### src/rtl/unstriping_ctrl.sv
// Two-lane unstriping sequencer: qualifies lane alignment, alternates lane_0/lane_1
// into a serial word stream, flags lane mismatches. Optional err_cnt via UNSTRIPING_CTRL_ERRCNT_EN.
module unstriping_ctrl #(
  parameter int LANE_W      = 32,
  parameter int SYNC_CYCLES = 4,
  parameter int CNT_W       = 8
) (
  input  logic              clk_2f,
  input  logic              reset,
  input  logic              valid_0,
  input  logic              valid_1,
  input  logic [LANE_W-1:0] lane_0,
  input  logic [LANE_W-1:0] lane_1,
  output logic [LANE_W-1:0] data_out,
  output logic              valid_out,
  output logic              lane_sel,
  output logic              synced,
  output logic              lane_err,
`ifdef UNSTRIPING_CTRL_ERRCNT_EN
  output logic [7:0]        err_cnt,
`endif
  output logic [CNT_W-1:0]  word_cnt
);

  typedef enum logic [1:0] {IDLE, SYNC, RUN, ERR} state_t;

  localparam logic [3:0] SYNC_LAST = 4'(SYNC_CYCLES);

  state_t     state;
  logic [3:0] sync_cnt;

  logic both_hi, both_lo, mismatch;
  assign both_hi  = valid_0 & valid_1;
  assign both_lo  = ~valid_0 & ~valid_1;
  assign mismatch = valid_0 ^ valid_1;

  always_ff @(posedge clk_2f or negedge reset) begin
    if (!reset) begin
      state     <= IDLE;
      sync_cnt  <= '0;
      data_out  <= '0;
      valid_out <= 1'b0;
      lane_sel  <= 1'b0;
      synced    <= 1'b0;
      lane_err  <= 1'b0;
      word_cnt  <= '0;
`ifdef UNSTRIPING_CTRL_ERRCNT_EN
      err_cnt   <= '0;
`endif
    end else begin
      valid_out <= 1'b0;
      case (state)
        IDLE: begin
          lane_sel <= 1'b0;
          if (both_hi) begin
            if (SYNC_LAST == 4'd1) begin
              state    <= RUN;
              synced   <= 1'b1;
              sync_cnt <= '0;
            end else begin
              state    <= SYNC;
              sync_cnt <= 4'd1;
            end
          end
        end
        SYNC: begin
          if (both_hi) begin
            // Counter holds the number of consecutive aligned cycles seen so far.
            if (4'(sync_cnt + 4'd1) == SYNC_LAST) begin
              state    <= RUN;
              synced   <= 1'b1;
              lane_sel <= 1'b0;
              sync_cnt <= '0;
            end else begin
              sync_cnt <= 4'(sync_cnt + 4'd1);
            end
          end else begin
            state    <= IDLE;
            sync_cnt <= '0;
          end
        end
        RUN: begin
          // Mismatch outranks the clean end-of-burst check.
          if (mismatch || (both_lo && lane_sel)) begin
            state    <= ERR;
            lane_err <= 1'b1;
            synced   <= 1'b0;
            lane_sel <= 1'b0;
`ifdef UNSTRIPING_CTRL_ERRCNT_EN
            if (err_cnt != 8'hFF) err_cnt <= err_cnt + 8'd1;
`endif
          end else if (both_lo) begin
            state    <= IDLE;
            synced   <= 1'b0;
            lane_sel <= 1'b0;
          end else begin
            data_out  <= lane_sel ? lane_1 : lane_0;
            valid_out <= 1'b1;
            lane_sel  <= ~lane_sel;
            word_cnt  <= word_cnt + 1'b1;
          end
        end
        ERR: begin
          lane_sel <= 1'b0;
          // Only a fully idle cycle clears the error; never straight back to SYNC.
          if (both_lo) begin
            state    <= IDLE;
            lane_err <= 1'b0;
          end
        end
        default: state <= IDLE;
      endcase
    end
  end

endmodule

### config.mk
export PLATFORM = sky130hd
export DESIGN_NAME = unstriping_ctrl
export DESIGN_NICKNAME = d
export VERILOG_FILES = /design/src/rtl/unstriping_ctrl.sv
export SDC_FILE = /design/constraint.sdc
export NUM_CORES = 1
export LEC_CHECK = 0
export ABC_AREA = 1
export ABC_CLOCK_PERIOD_IN_PS = 1700
export CAP_MARGIN = 0
export CORE_AREA = 2 2 85 87
export DETAILED_ROUTE_END_ITERATION = 10
export DIE_AREA = 0 0 87 89
export HOLD_SLACK_MARGIN = 0.03
export PLACE_DENSITY = 0.67
export SLEW_MARGIN = 20
export SYNTH_ARGS = -nofsm -noshare
export SYNTH_HDL_FRONTEND = slang
export SYNTH_SLANG_ARGS = --single-unit
### constraint.sdc
create_clock -name clk_2f -period 1.7 [get_ports clk_2f]
set_clock_uncertainty 0.15 [all_clocks]
set_input_delay 0.34 -clock clk_2f [delete_from_list [all_inputs] [get_ports clk_2f]]
set_output_delay 0.34 -clock clk_2f [all_outputs]
set_load 0.05 [all_outputs]
* Word-level counts from Yosys, hierarchy flattened
Cells that the tools add are included.
** Storage, ports and cells
- Register bits :: 50
- Bits of input ports :: 68
- Logic and storage cells :: 68
** Operators by class
- Equal/unequal tests :: 11
- Mux-type cells :: 26
- Add/sub/neg operators :: 2
- Reduce and logical (&&, ||, !) cells :: 13
- Bitwise operators :: 8
** Operators with widths (count)
- 32-bit two-way mux :: 1
- 1-bit two-way mux :: 12
- 4-bit two-way mux :: 3
- 2-bit two-way mux :: 5
- 2-bit != test, second input constant :: 5
- 8-bit by 1-bit adder with 8-bit output, second input constant :: 1
- 2-bit case mux with 4 select lines :: 1
- 4-bit case mux with 2 select lines :: 1
- 3-bit != test, second input constant :: 2
- 2-bit AND reduction :: 3
- 3-bit AND reduction :: 2
- 2-bit nonzero test :: 3
- 1-bit NOT :: 5
- 4-bit by 1-bit adder with 4-bit output, second input constant :: 1
- 2-bit == test, second input constant :: 2
- 4-bit by 3-bit == test with 1-bit output, second input constant :: 1
- 1-bit case mux with 2 select lines :: 2
- 4-bit AND reduction :: 1
- 1-bit case mux with 3 select lines :: 1
- 1-bit AND :: 2
- 2-bit by 1-bit == test with 1-bit output, second input constant :: 1
- 2-bit logical NOT :: 1
- 2-bit OR reduction :: 1
- 1-bit logical AND :: 1
- 2 further kinds :: 2

* Logic depth before layout (Yosys ltp)
Gate-level depths: netlist of the first run.
- Depth after elaboration :: 6
- Depth in mapped cells :: 10
- Gate-level depth less buffers :: 10

* Worst setup path after synthesis of the first run
OpenSTA, ideal clock, no wires.
- Path kind :: reg-to-reg
- Start point :: register lane_sel
- End point :: register data_out[0]
- Setup slack :: 0.096 ns
- Arrival :: 1.372 ns
- Cell stages (with the launch flop) :: 6
- Required time :: 1.468 ns
- Cell sequence :: dfrtp_1 > buf_2 > inv_1 > clkbuf_1 > nand2_1 > a31oi_1
** Between the ends
- Cells in the longest elaborated chain, start to end :: 4
- Elaborated cells on any way between the ends :: 5
- Those cells by class :: mux: 1; bitwise: 1; reduce/logical: 3
** Ends and longest elaborated chain
- start, declared :: RTL line 16 : output logic lane_sel,
- start signal, assigned :: RTL line 99 : lane_sel <= ~lane_sel;
- 1-bit logical AND :: RTL line 84 : if (mismatch || (both_lo && lane_sel)) begin
- 1-bit logical OR :: RTL line 84
- 1-bit NOT (no source line)
- 3-bit AND reduction (no source line)
- end signal, assigned :: RTL line 97 : data_out <= lane_sel ? lane_1 : lane_0;
- end, declared :: RTL line 14 : output logic [LANE_W-1:0] data_out,
Several ways; a longest one is shown, not always the timed one.
A chain may end at the register's enable or synchronous reset.

* Worst setup path in the final report of the first run
- Start point :: input port valid_1
- End point :: register word_cnt[7]
** Between the ends
- Cells in the longest elaborated chain, start to end :: 6
- Elaborated cells on any way between the ends :: 8
- Those cells by class :: bitwise: 5; reduce/logical: 3
** Ends and longest elaborated chain
- start, declared :: RTL line 11 : input logic valid_1,
- 1-bit NOT :: RTL line 34 : assign both_lo = ~valid_0 & ~valid_1;
- 1-bit AND :: RTL line 34
- 1-bit logical AND :: RTL line 84
- 1-bit logical OR :: RTL line 84
- 1-bit NOT (no source line)
- 3-bit AND reduction (no source line) *
- end signal, assigned :: RTL line 100 : word_cnt <= word_cnt + 1'b1;
- end, declared :: RTL line 22 : output logic [CNT_W-1:0] word_cnt
Every way passes the cells marked *; elsewhere a longest branch is shown, timed or not.

==> run metrics, run 1 <==
Peak VDD IR 1.02 mV; num ports approximately 110; DR pass1 iterations 4; vias per cell around 4.8; Layout Cells excl Fill 492; Synth warnings 0; placed cells 480; Die Y slightly below 90 microns; upper clock frequency limit approximately 630 MHz; DR WL met2 3370 microns; Main synth FF type dfrtp_1; Reg clk slew, reported paths approximately 90 ps; Syn Inst Count 286; uppermost routed layer met4; Cell variety after synth 23; Commonest cells post-synth 91 x nand2_1, 50 x dfrtp_1, 41 x nor2_1, 32 x a31oi_1, 19 x inv_1; H-tree Lvls 2; clock buffer depth 2; Crit Reg-Reg Startpoint state[0]; period utilisation layout 0.940; most frequent cell after synthesis nand2_1; critical path class in -> reg; pin slew with the least headroom to its limit 385 ps; final setup vio count 0; Avg WL per Cell 13.7 microns; DIE AREA 0.00774 sq mm; Post-DP Area between 0.004 and 0.005 sq mm; cts bufs inserted 5; number of DRC markers in iteration 0 89; top cell type's share of synthesized area 0.527; DRC violations left 0; max-slew violation count 0; Slew headroom 0.744; outcome complete, no violations; post-synth top area cell dfrtp_1; Hold Path Depth 2; antenna violations before repair 0; unrepaired setup endpoints after global routing false; final hold vios 0; Overflow after GRT 0; PD cells around 2000 mW/mm^2; initial core utilization 0.353; CTS tree built; Seq cells post-synth 50; CP endpoint kind flip-flop; largest net degree at the start of global routing 30; met1 wire length approximately 2900 microns; vias in the first global route 2364; Total Routing Usage GR 0.184; row count 30; Tightest Hold Check Type reg -> reg; Lkg Pwr between 1.5 and 2 nW; largest cells by area after synthesis dfrtp_1 53%, nand2_1 14%, a31oi_1 8.4%; Worst EP arrival 1640 ps; Clock Sinks 50; Max FO, Critical Path 4; CTS root buf clkbuf_8; Worst R2R End word_cnt[7]; Post-Route WL between 6000 and 7000 microns; Setup crit start kind input port; register area share after synthesis 0.527; IO buf count roughly 110; Setup WS post-layout roughly 100 ps; syn avg cell area 8.29 sq um; Hold Path Sink synced; final core utilization 0.636; synthesized area between 0.002 and 0.0025 sq mm; Fillers 569; DRT antenna net count 0; Design Area, Final 0.00428 sq mm; die width just under 90 microns; area growth from synthesis to layout 80.2%; ys async rst share 1.00; core area 0.00672 sq mm; R2R Setup Slk 150 ps; MaxCap Viol Count 0; met3 WL 357 microns; Antenna diodes 0; path depth of the worst reg2reg path 8; Clk Latency, worst-skew pair approximately 290 ps; hpwl dp 5150 microns; GP Congestion 0.878; Hold Crit Start synced; first-pass GRT wire length 11100 microns; Post-synth EDFFs 0; vias 2360; Nets 483; Tmin final 1600 ps; pre-CTS setup slack -521 ps; Mapped Nets 358; layout cells sized above 1 0.201; Req. time, crit path between 1500 and 2000 ps
[how the worst max path moves through the flow]
stage | startpoint | endpoint | slack [ps]
after CTS | valid_1 | word_cnt[7] | 80
final | valid_1 | word_cnt[7] | 100
after detailed placement | valid_1 | data_out[27] | -520
after floorplan | lane_sel | data_out[0] | 100
after global routing | valid_1 | word_cnt[3] | 10
after global placement | valid_0 | word_cnt[7] | -460
[power by group]
part | leakage (nW) | switching, W | internal, W | total, W
logic | 1.29 | 0.00288 | 0.00256 | 0.00545
clock network | 0.0575 | 0.000382 | 0.000411 | 0.000793
registers | 0.586 | 0.000663 | 0.00172 | 0.00239
[per-stage QoR]
step	power (W)	hold WS (ps)	setup TNS (ps)
final	0.00862	402	0
after floorplan	0.00494	-106	0
after CTS	0.00871	403	0
after detailed placement	0.00784	206	-20840
after global routing	0.00914	433	0
after global placement	0.00773	188	-18860
[critical path: stages]
cell and delay (ps):
dlygate4sd2_1 260, inv_2 70, ha_4 200, inv_1 70
nand2_2 60, nor2_4 190, inv_2 100, nor2_4 120
nand2_2 70, o21ai_1 110, nand2_1 60
[layer usage]
layer  up-vias  track usage
li1       1173            -
met1      1107        0.228
met2        71        0.320
met3         9       0.0443
met4         0       0.0497
met5         -            0
[cells in the final DEF (no fill, tap or decap), drive strengths merged]
cell type,n
nand2,93
buf,65
clkdlybuf4s50,64
dfrtp,50
nor2,44
a31oi,32
inv,20
clkbuf,8
o21ai,7
nand4,4
xor2,4
a21oi,4
ha,4
nand3,3
xnor2,3
nor3,2
dlygate4sd2,2
o2bb2ai,1
o31a,1
dlygate4sd3,1
[logic make-up after synthesis]
kind of cell | after synthesis | synth area share
simple gates | 146 | 0.247
compound gates | 45 | 0.115
buf+inv | 34 | 0.0633
fa+ha+maj | 4 | 0.0211
flops | 50 | 0.527
xor+xnor | 7 | 0.0258
[registers in the layout (all words and copies together), names as in the netlist]
name,flops
data_out,32
lane_err,1
word_cnt,8
valid_out,1
lane_sel,1
state,2
sync_cnt,4
synced,1
[area by class of cell]
class                           instances  area (sq um)  share of cell area
Inverter                               20          75.1              0.0176
Clock buffer                            8           110              0.0258
Sequential cell                        50          1250               0.293
Tap cell                               80           100              0.0234
Multi-Input combinational cell        202           986               0.231
Timing Repair Buffer                  132          1750               0.410
[what timing repair did]
action | CTS | global route
setup buffers | 1 | 1
resized for setup | 7 | 1
cloned | 1 | 0
pin swaps | 2 | 1
setup endpoints to repair | 42 | 2
endpoints found under the hold margin | 50 | 0
hold buffers | 1 | 0
Note: power is estimated with default switching activity, not from simulation.
==> run 2: changes to the inputs <==
Settings changed: ABC_CLOCK_PERIOD_IN_PS 1700 to not set, CORE_AREA 2 2 85 87 to 2 2 80 82, DIE_AREA 0 0 87 89 to 0 0 82 84, PLACE_DENSITY 0.67 to 0.75.
==> run 2 against run 1 <==
Flip-flop and latch count did not move. Via count fell by 1.1%. Die area shrank 11%. Wire length decreased by 4.4%. Maximum frequency is 0.40% lower. Final cell count decreased by 1.2%. Sequential share of layout area rose by 0.26 points. Register-to-register slack about the same. First-iteration DRC count shrank 11%. Power decreased by 1.4%. Worst setup slack got worse by 6.5 ps. Critical path type unchanged. Largest cell class unchanged. Largest power group unchanged.
==> run metrics, run 2 (synthesized netlist as in run 1, its figures left out) <==
Comb pwr share 0.638 (+0.007); P_sw 0.00392 W (-0.36%); CTS tree built; Flop pwr share 0.278 (about the same); vias per cell 4.80 (+0.12%); upper clock frequency limit 623 MHz (-0.40%); Lkg Pwr 1.91 nW (-1.2%); GP Congestion 0.773 (-12%); first-pass GRT wire length 10800 microns (-2.7%); largest net degree at the start of global routing 31 (+3.3%); Fillers 482 (-15%); unrepaired setup endpoints after global routing false; commonest non-fill, non-tap cell in the layout nand2_1; Slew headroom 0.733 (-0.0111); critical path class in -> reg; Clock Sinks 50 (unchanged); setup tns final 0 ps (unchanged); final setup vio count 0 (unchanged); Clk network pwr share 0.084 (-0.008); Tmin final 1600 ps (+6.46 ps); switching share of power 0.460 (+0.00462); Post-Route WL 6430 microns (-4.4%); number of DRC markers in iteration 0 79 (-11%); Reg with most FFs data_out; Nets 480 (-0.62%); core area 0.00610 sq mm (-9.3%); DIE AREA 0.00689 sq mm (-11%); CP endpoint kind flip-flop; DR pass1 iterations 4 (unchanged); Reg area 0.00125 sq mm (unchanged); outcome complete, no violations; final hold vios 0 (unchanged); clock buffer depth 2 (unchanged); MaxCap Viol Count 0 (unchanged); internal power 0.00459 W (-2.2%); max-slew violation count 0 (unchanged); Req. time, crit path 1720 ps (-20 ps); Peak VDD IR 1.21 mV (+19%); commonest non-fill, non-tap cells in the layout 91 x nand2_1, 64 x clkdlybuf4s50_1, 50 x dfrtp_1, 46 x buf_12, 41 x nor2_1; period utilisation layout 0.944 (+0.00380); vias 2334 (-1.1%); Antenna diodes 0 (unchanged); cts bufs inserted 5 (unchanged); Die Y 84 microns (-5.6%); Overflow after GRT 0 (unchanged); PD cells 2010 mW/mm^2 (-0.48%); area growth from synthesis to layout 78.6%; layout cells sized above 1 0.196 (-0.00586); num ports 112 (unchanged); DRC violations left 0 (unchanged); Max FO, Critical Path 22 (+18); initial core utilization 0.389 (+0.0361); vias in the first global route 2374 (+0.42%); total power 0.00851 W (-1.4%); CTS root buf clkbuf_8; IO buf count 111 (unchanged); Reg clk slew, reported paths 90 ps (about the same); Worst EP arrival 1630 ps (about the same); row count 29 (-3.3%); Setup crit start kind input port; pin slew with the least headroom to its limit 401 ps (+16.6 ps); Avg WL per Cell 13.2 microns (-3.2%); Multi-input gate area 987 sq um (+0.13%); hpwl dp 4950 microns (-3.8%); max FFs per register 32 (unchanged); Total Routing Usage GR 0.203 (+0.0192); largest registers data_out (32), word_cnt (8), sync_cnt (4); die width 82 microns (-5.7%); Tightest Hold Check Type reg -> reg; DRT antenna net count 0 (unchanged); Clk Latency, worst-skew pair 300 ps (about the same); H-tree Lvls 2 (unchanged); antenna violations before repair 0 (unchanged)
==> run 2: per-stage QoR <==
step                       util  worst slack (ps)  instance area (sq um)  std cells  hold WS (ps)
after floorplan               -              96.0                   2370        286          -106
final                     0.695              95.6                   4240        486           388
after global placement    0.668              -473                   4070        474           175
after global routing      0.695              3.16                   4240        486           406
after detailed placement  0.668              -563                   4070        474           184
after CTS                 0.695              86.6                   4240        486           394
==> run 2: final cells by class <==
cell class              instances  area share
clock buffers                   6      0.0195
clock inverters                 2     0.00295
inverters                      20      0.0183
multi-input cells             202       0.233
flip-flops and latches         50       0.295
well taps                      77      0.0227
repair buffers                129       0.408
==> run 2: worst max-delay path: stages <==
cell and delay [ps]:
dlygate4sd2_1 250, inv_2 70, ha_4 200, inv_1 60, nand2_1 80, nor2_4 220, buf_6 150, buf_16 150
a31oi_1 100
==> run 2: what timing repair did <==
item,4_1_cts,5_1_grt
pin swaps,1,1
gates resized for setup,9,0
cloned,1,0
hold buffers,1,0
endpoints found under the hold margin,50,0
endpoints found under the setup margin,41,6
setup buffers,2,0
==> run 2: worst paths after layout <==
kind | from | end | slack, ps | depth (start not counted)
worst min register to register | synced | synced | 390 | 2
max in group asynchronous | reset | data_out[25] | 640 | 3
worst max-delay path | valid_0 | data_out[18] | 100 | 9
worst min-delay path | synced | synced | 390 | 2
min in group asynchronous | reset | sync_cnt[1] | 400 | 3
worst max register to register | state[0] | data_out[18] | 140 | 6
==> run 2: per-layer routing <==
layer	vias to the layer above	track usage	routed length [microns]
met5	-	0	0
met4	0	0.0606	63
met3	6	0.0617	423
met2	75	0.361	3500
met1	1082	0.227	2440
li1	1171	-	-
==> run 2: power by group through the flow <==
stage / registers [W] / clock network [W] / logic (W)
6_report: 0.00237 / 0.000713 / 0.00543
3_5_place_dp: 0.00240 / 0 / 0.00541
5_1_grt: 0.00245 / 0.000783 / 0.00575
4_1_cts: 0.00237 / 0.000741 / 0.00548
3_3_place_gp: 0.00237 / 0 / 0.00531
2_1_floorplan: 0.00372 / 0 / 0.00122
==> patch 1, RTL diff (settings of run 1) <==
Change the parameter `LANE_W` from 32 to 28.
--- a/src/rtl/unstriping_ctrl.sv
+++ b/src/rtl/unstriping_ctrl.sv
@@ -3,3 +3,3 @@
 module unstriping_ctrl #(
-  parameter int LANE_W      = 32,
+  parameter int LANE_W      = 28,
   parameter int SYNC_CYCLES = 4,
Ports: changed (resized data_out, lane_0 and lane_1); port bits go from 112 to 100. The function was not compared with the original's and may differ.
==> patch 1 against run 1 <==
Cell count shrank 7.7%. Worst setup slack gained 0.024 ns. Count of clock-buffer cells in the layout shrank 1. Wire length shrank 14%. Power shrank 8.9%. Cell area shrank 7.3%. Synthesized area shrank 0.90%. Sequential cell count shrank 4. Highest routed layer unchanged.
==> patch 1: results (changes against run 1) <==
fill count=560 (-1.6%); registers with the most flip-flops=data_out x28, word_cnt x8, sync_cnt x4; met2 WL=3060 um (-9.4%); number of antenna repair diodes=0 (unchanged); Crit path arrival time=1.60 ns (-0.04 ns); routability congestion estimate from global placement=0.744 (-15%); worst-skew pair later-pin latency=0.29 ns (about the same); leading cell types by total area after synthesis=sky130_fd_sc_hd__dfrtp_1 49%, sky130_fd_sc_hd__nand2_1 14%, sky130_fd_sc_hd__a31oi_2 9.0%; CTS clock-pin slew for the worst setup and hold paths=0.09 ns (about the same); sequential element share of the synthesized area=49.0% (-3.8 points); flop-to-flop setup slack=0.13 ns (-0.02 ns); number of DRC markers in iteration 0=57 (-36%); half-perimeter wire length of the detailed placement result=4460 um (-13%); yosys synthesis warning count=0 (unchanged); number of nets in the finished design=437 (-9.5%); CTS buffer count=5 (unchanged); vias per cell=4.67 (-2.7%); pin count of the biggest net entering global routing=38 (+27%); Fin. Hold Viols=0 (unchanged); placed standard-cell area=3810 um^2 (-7.0%); CTS HTree Levels=2 (unchanged); synth cell count leaders=85 x sky130_fd_sc_hd__nand2_1, 46 x sky130_fd_sc_hd__dfrtp_1, 41 x sky130_fd_sc_hd__nor2_1; Static Leakage=1.74 nW (-10%); number of antenna violations at the first check in global routing=0 (unchanged); highest metal layer with signal wires=met4; sum of routed wire segments on met1=2290 um (-21%); hold path depth=2 (unchanged); router iterations before antenna repair=4 (unchanged); Max-slew headroom=67.5% (-6.9 points); share of async-settable or async-resettable flops after synthesis=100% (unchanged); kind of path behind the tightest hold check=register to register; via count of the first global-routing pass=2067 (-13%); metal3 WL=420 um (+18%); net count after synthesis=331 (-7.5%); buffer cell driving the clock tree root=sky130_fd_sc_hd__clkbuf_8; wire length of the first global-routing pass=9170 um (-18%); overall fraction of global-route tracks in use=15.0% (-3.4 points); I/O Buffers=99 (-11%); outcome=finished clean; critical-path maximum fanout=6 (+2); IR Drop Worst-Case VDD=0.864 mV (-15%); final routed wirelength across all metal layers=5820 um (-14%); number of distinct library cell variants in the gate-level netlist after synthesis=22 (-4.3%); number of cells on the worst reg-to-reg path=6 (-2); Bufs on Longest Clock Path=2 (unchanged); fraction of layout instances using a drive strength above 1=21.9% (+1.8 points)
-- patch 1: cell types whose count changed after synthesis, moves of 3 or more --
cell and delta:
sky130_fd_sc_hd__a31oi_1 -21, sky130_fd_sc_hd__a31oi_2 +17, sky130_fd_sc_hd__buf_12 +4, sky130_fd_sc_hd__buf_2 -3, sky130_fd_sc_hd__buf_4 -3, sky130_fd_sc_hd__dfrtp_1 -4
sky130_fd_sc_hd__nand2_1 -6
-- patch 1: final timing paths --
check,end,start
max,word_cnt[6],valid_0
max reg2reg,word_cnt[6],state[0]
min,synced,synced
min reg2reg,synced,synced
max in group asynchronous,data_out[7],reset
min in group asynchronous,data_out[22],reset
-- patch 1: cells by family (layout without fill, tap and decap cells) --
family / count (synthesis) / after routing / share of synthesized area, %
buffers and inverters: 31 / 138 / 8.36
AOI/OAI and AO/OA: 41 / 41 / 14.9
and+or+nand+nor: 139 / 139 / 23.4
DFF: 46 / 46 / 49.0
adders and majority gates: 4 / 4 / 2.13
xor gates and xnor gates: 6 / 6 / 2.24
-- patch 1: area by class of cell --
type	instances	area (um^2)	share of cell area, %
Tap cell	80	100	2.52
Clock inverter	1	5.00	0.126
Timing Repair Buffer	112	1540	38.8
Multi-Input combinational cell	190	1020	25.7
Clock buffer	7	86.3	2.18
Sequential cell	46	1150	29.0
Inverter	18	67.6	1.70
-- patch 1: stage by stage --
stage	hold WS, ns	util (%)	std cells	setup WS [ns]
floorplan	-0.106	-	267	0.0821
global placement	0.162	56.7	443	-0.519
detailed placement	0.171	56.7	443	-0.576
CTS	0.401	58.3	452	0.000978
global route	0.449	59.0	454	0.00615
finish	0.405	59.0	454	0.126
-- patch 1: repair_timing --
item | CTS | global route
gates cloned | 0 | 1
pin swaps | 5 | 7
buffers inserted | 0 | 1
resized for setup | 5 | 3
hold endpoints to repair | 18 | 0
endpoints found under the setup margin | 38 | 6
hold buffers | 1 | 0
-- patch 1: metal layers --
layer  global-route usage [%]  up-vias
li1                         -     1078
met1                     16.4      973
met2                     27.1       65
met3                     6.19        4
met4                     3.69        0
met5                        0        -
-- patch 1: critical path, stage by stage --
cell and delay (ns):
sky130_fd_sc_hd__clkdlybuf4s15_1 0.19, sky130_fd_sc_hd__inv_1 0.07, sky130_fd_sc_hd__ha_4 0.24, sky130_fd_sc_hd__inv_1 0.06, sky130_fd_sc_hd__nand2_2 0.06, sky130_fd_sc_hd__nor2_4 0.19, sky130_fd_sc_hd__nand4_1 0.21, sky130_fd_sc_hd__nor3_1 0.18
sky130_fd_sc_hd__nor2_1 0.07
-- patch 1: where the power goes --
part           internal [W]  switching [W]  leakage (nW)  total, W
clock              0.000329       0.000360        0.0482  0.000689
sequential          0.00158       0.000594         0.542   0.00218
combinational       0.00234        0.00265          1.15   0.00499
total               0.00425        0.00360          1.74   0.00786
==> patch 2, RTL diff (settings of run 1) <==
Made on the original files. Register the output `lane_err` once more, without a reset; this adds one clock of latency there. The other outputs are not delayed to match.
--- a/src/rtl/unstriping_ctrl.sv
+++ b/src/rtl/unstriping_ctrl.sv
@@ -28,2 +28,4 @@
 
+  logic lane_err_s0;
+
   state_t     state;
@@ -44,3 +46,3 @@
       synced    <= 1'b0;
-      lane_err  <= 1'b0;
+      lane_err_s0 <= 1'b0;
       word_cnt  <= '0;
@@ -85,3 +87,3 @@
             state    <= ERR;
-            lane_err <= 1'b1;
+            lane_err_s0 <= 1'b1;
             synced   <= 1'b0;
@@ -107,3 +109,3 @@
             state    <= IDLE;
-            lane_err <= 1'b0;
+            lane_err_s0 <= 1'b0;
           end
@@ -115,2 +117,6 @@
 
+  always_ff @(posedge clk_2f) begin
+    lane_err <= lane_err_s0;
+  end
+
 endmodule
Check against the original RTL: not equivalent (Yosys sat finds a counterexample within 10 cycles, from zero or initial values and one cycle with reset low).
==> patch 2 against run 1 <==
Wire length increased by 1.3%. Sequential cell count rose by 1. Sequential share of layout area is 0.69 points higher. Cell area is 0.73% lower. Synthesized area is 0.84% higher. Clock power is 11% lower. Power is 0.94% lower. Worst setup slack got worse by 0.0057 ns.
==> patch 2: results (changes against run 1) <==
outcome=finished clean; Crit path arrival time=1.66 ns (+0.02 ns); registers with the most flip-flops=data_out x32, word_cnt x8, sync_cnt x4; buffer cell driving the clock tree root=sky130_fd_sc_hd__clkbuf_8; overall fraction of global-route tracks in use=18.2% (-0.17 points); IR Drop Worst-Case VDD=0.927 mV (-8.9%); sum of routed wire segments on met1=2970 um (+2.3%); share of async-settable or async-resettable flops after synthesis=98.0% (-2.0 points); fraction of the mapped netlist area in adder cells=2.09% (-0.018 points); fill count=549 (-3.5%); slowest cell on the critical path=sky130_fd_sc_hd__dlygate4sd2_1; half-perimeter wire length of the detailed placement result=4970 um (-3.4%); met1 track utilization from global routing=22.9% (+0.035 points); met2 WL=3410 um (+1.1%); Total Neg Setup Slack=0 ns (unchanged); CTS resizes=5 (-2); via count of the first global-routing pass=2350 (-0.59%); met2 GRT Util=31.9% (-0.14 points); net count after synthesis=359 (+0.28%); xor/xnor cell area share of the yosys netlist=2.56% (-0.022 points); worst-skew pair later-pin latency=0.31 ns (+0.02 ns); number of distinct library cell variants in the gate-level netlist after synthesis=24 (+4.3%); fraction of synthesized area in multiplexers=0% (unchanged); wire length of the first global-routing pass=11000 um (-1.5%); pin count of the biggest net entering global routing=51 (+70%); Static Leakage=1.90 nW (-1.5%); switching share of total power=46.0% (+0.45 points); routability congestion estimate from global placement=0.758 (-14%); count of vias placed by the detailed router=2357 (-0.13%); total power after layout=0.00854 W (-0.94%); transition time at the pin with the least slew margin=0.348 ns (-0.0366 ns); met3 usage in global routing=3.14% (-1.3 points); synthesis-to-finish area growth=77.4%; Largest stage delay, worst path=0.24 ns (-0.02 ns); synthesized-area fraction occupied by ao, oa, aoi and oai cells=11.4% (-0.096 points); clock network fraction of design power=8.2% (-1.0 points); metal3 WL=340 um (-4.8%); kind of path behind the tightest hold check=register to register; placed standard-cell area=4140 um^2 (+0.98%); sequential element share of the synthesized area=53.1% (+0.40 points); synth cell count leaders=91 x sky130_fd_sc_hd__nand2_1, 50 x sky130_fd_sc_hd__dfrtp_1, 41 x sky130_fd_sc_hd__nor2_1; number of nets in the finished design=477 (-1.2%); critical-path maximum fanout=3 (-1); CTS buffer count=5 (unchanged); buffers inserted by post-CTS timing repair=0 (-1); highest metal layer with signal wires=met4; CP top delay family=buffers and inverters; final routed wirelength across all metal layers=6810 um (+1.3%); post-layout instance count excluding filler cells=486 (-1.2%); number of DRC markers in iteration 0=71 (-20%); Syn Inst Count=287 (+0.35%); I/O Buffers=111 (unchanged); leading cell types by total area after synthesis=sky130_fd_sc_hd__dfrtp_1 52%, sky130_fd_sc_hd__nand2_1 14%, sky130_fd_sc_hd__a31oi_1 8.4%; Post-Place Worst Slack=-0.466 ns (+0.0550 ns); number of cells after detailed placement=477 (-0.63%); fraction of layout instances using a drive strength above 1=18.2% (-1.9 points)
[patch 2: cell count changes in the layout (fill, tap and decap cells not counted), sizes merged]
cell / run 1 / this run
buf: 65 / 58
clkbuf: 8 / 6
clkinv: 0 / 1
clkinvlp: 0 / 1
dfxtp: 0 / 1
[patch 2: path summary, 6_finish.rpt]
kind,from,endpoint,slack (ns),depth (start not counted)
max in group asynchronous,reset,data_out[17],0.77,3
worst min-delay path,lane_err_s0,lane_err,0.25,0
worst min register to register,lane_err_s0,lane_err,0.25,0
min in group asynchronous,reset,data_out[27],0.37,3
worst max-delay path,valid_1,word_cnt[7],0.1,11
worst max register to register,state[0],word_cnt[7],0.16,8
[patch 2: layout make-up]
class                   instances  share of cell area, %
inverters                      20                   1.77
repair buffers                125                   40.7
multi-input cells             202                   23.2
well taps                      80                   2.36
clock buffers                   6                   1.71
clock inverters                 2                  0.295
flip-flops and latches         51                   30.0
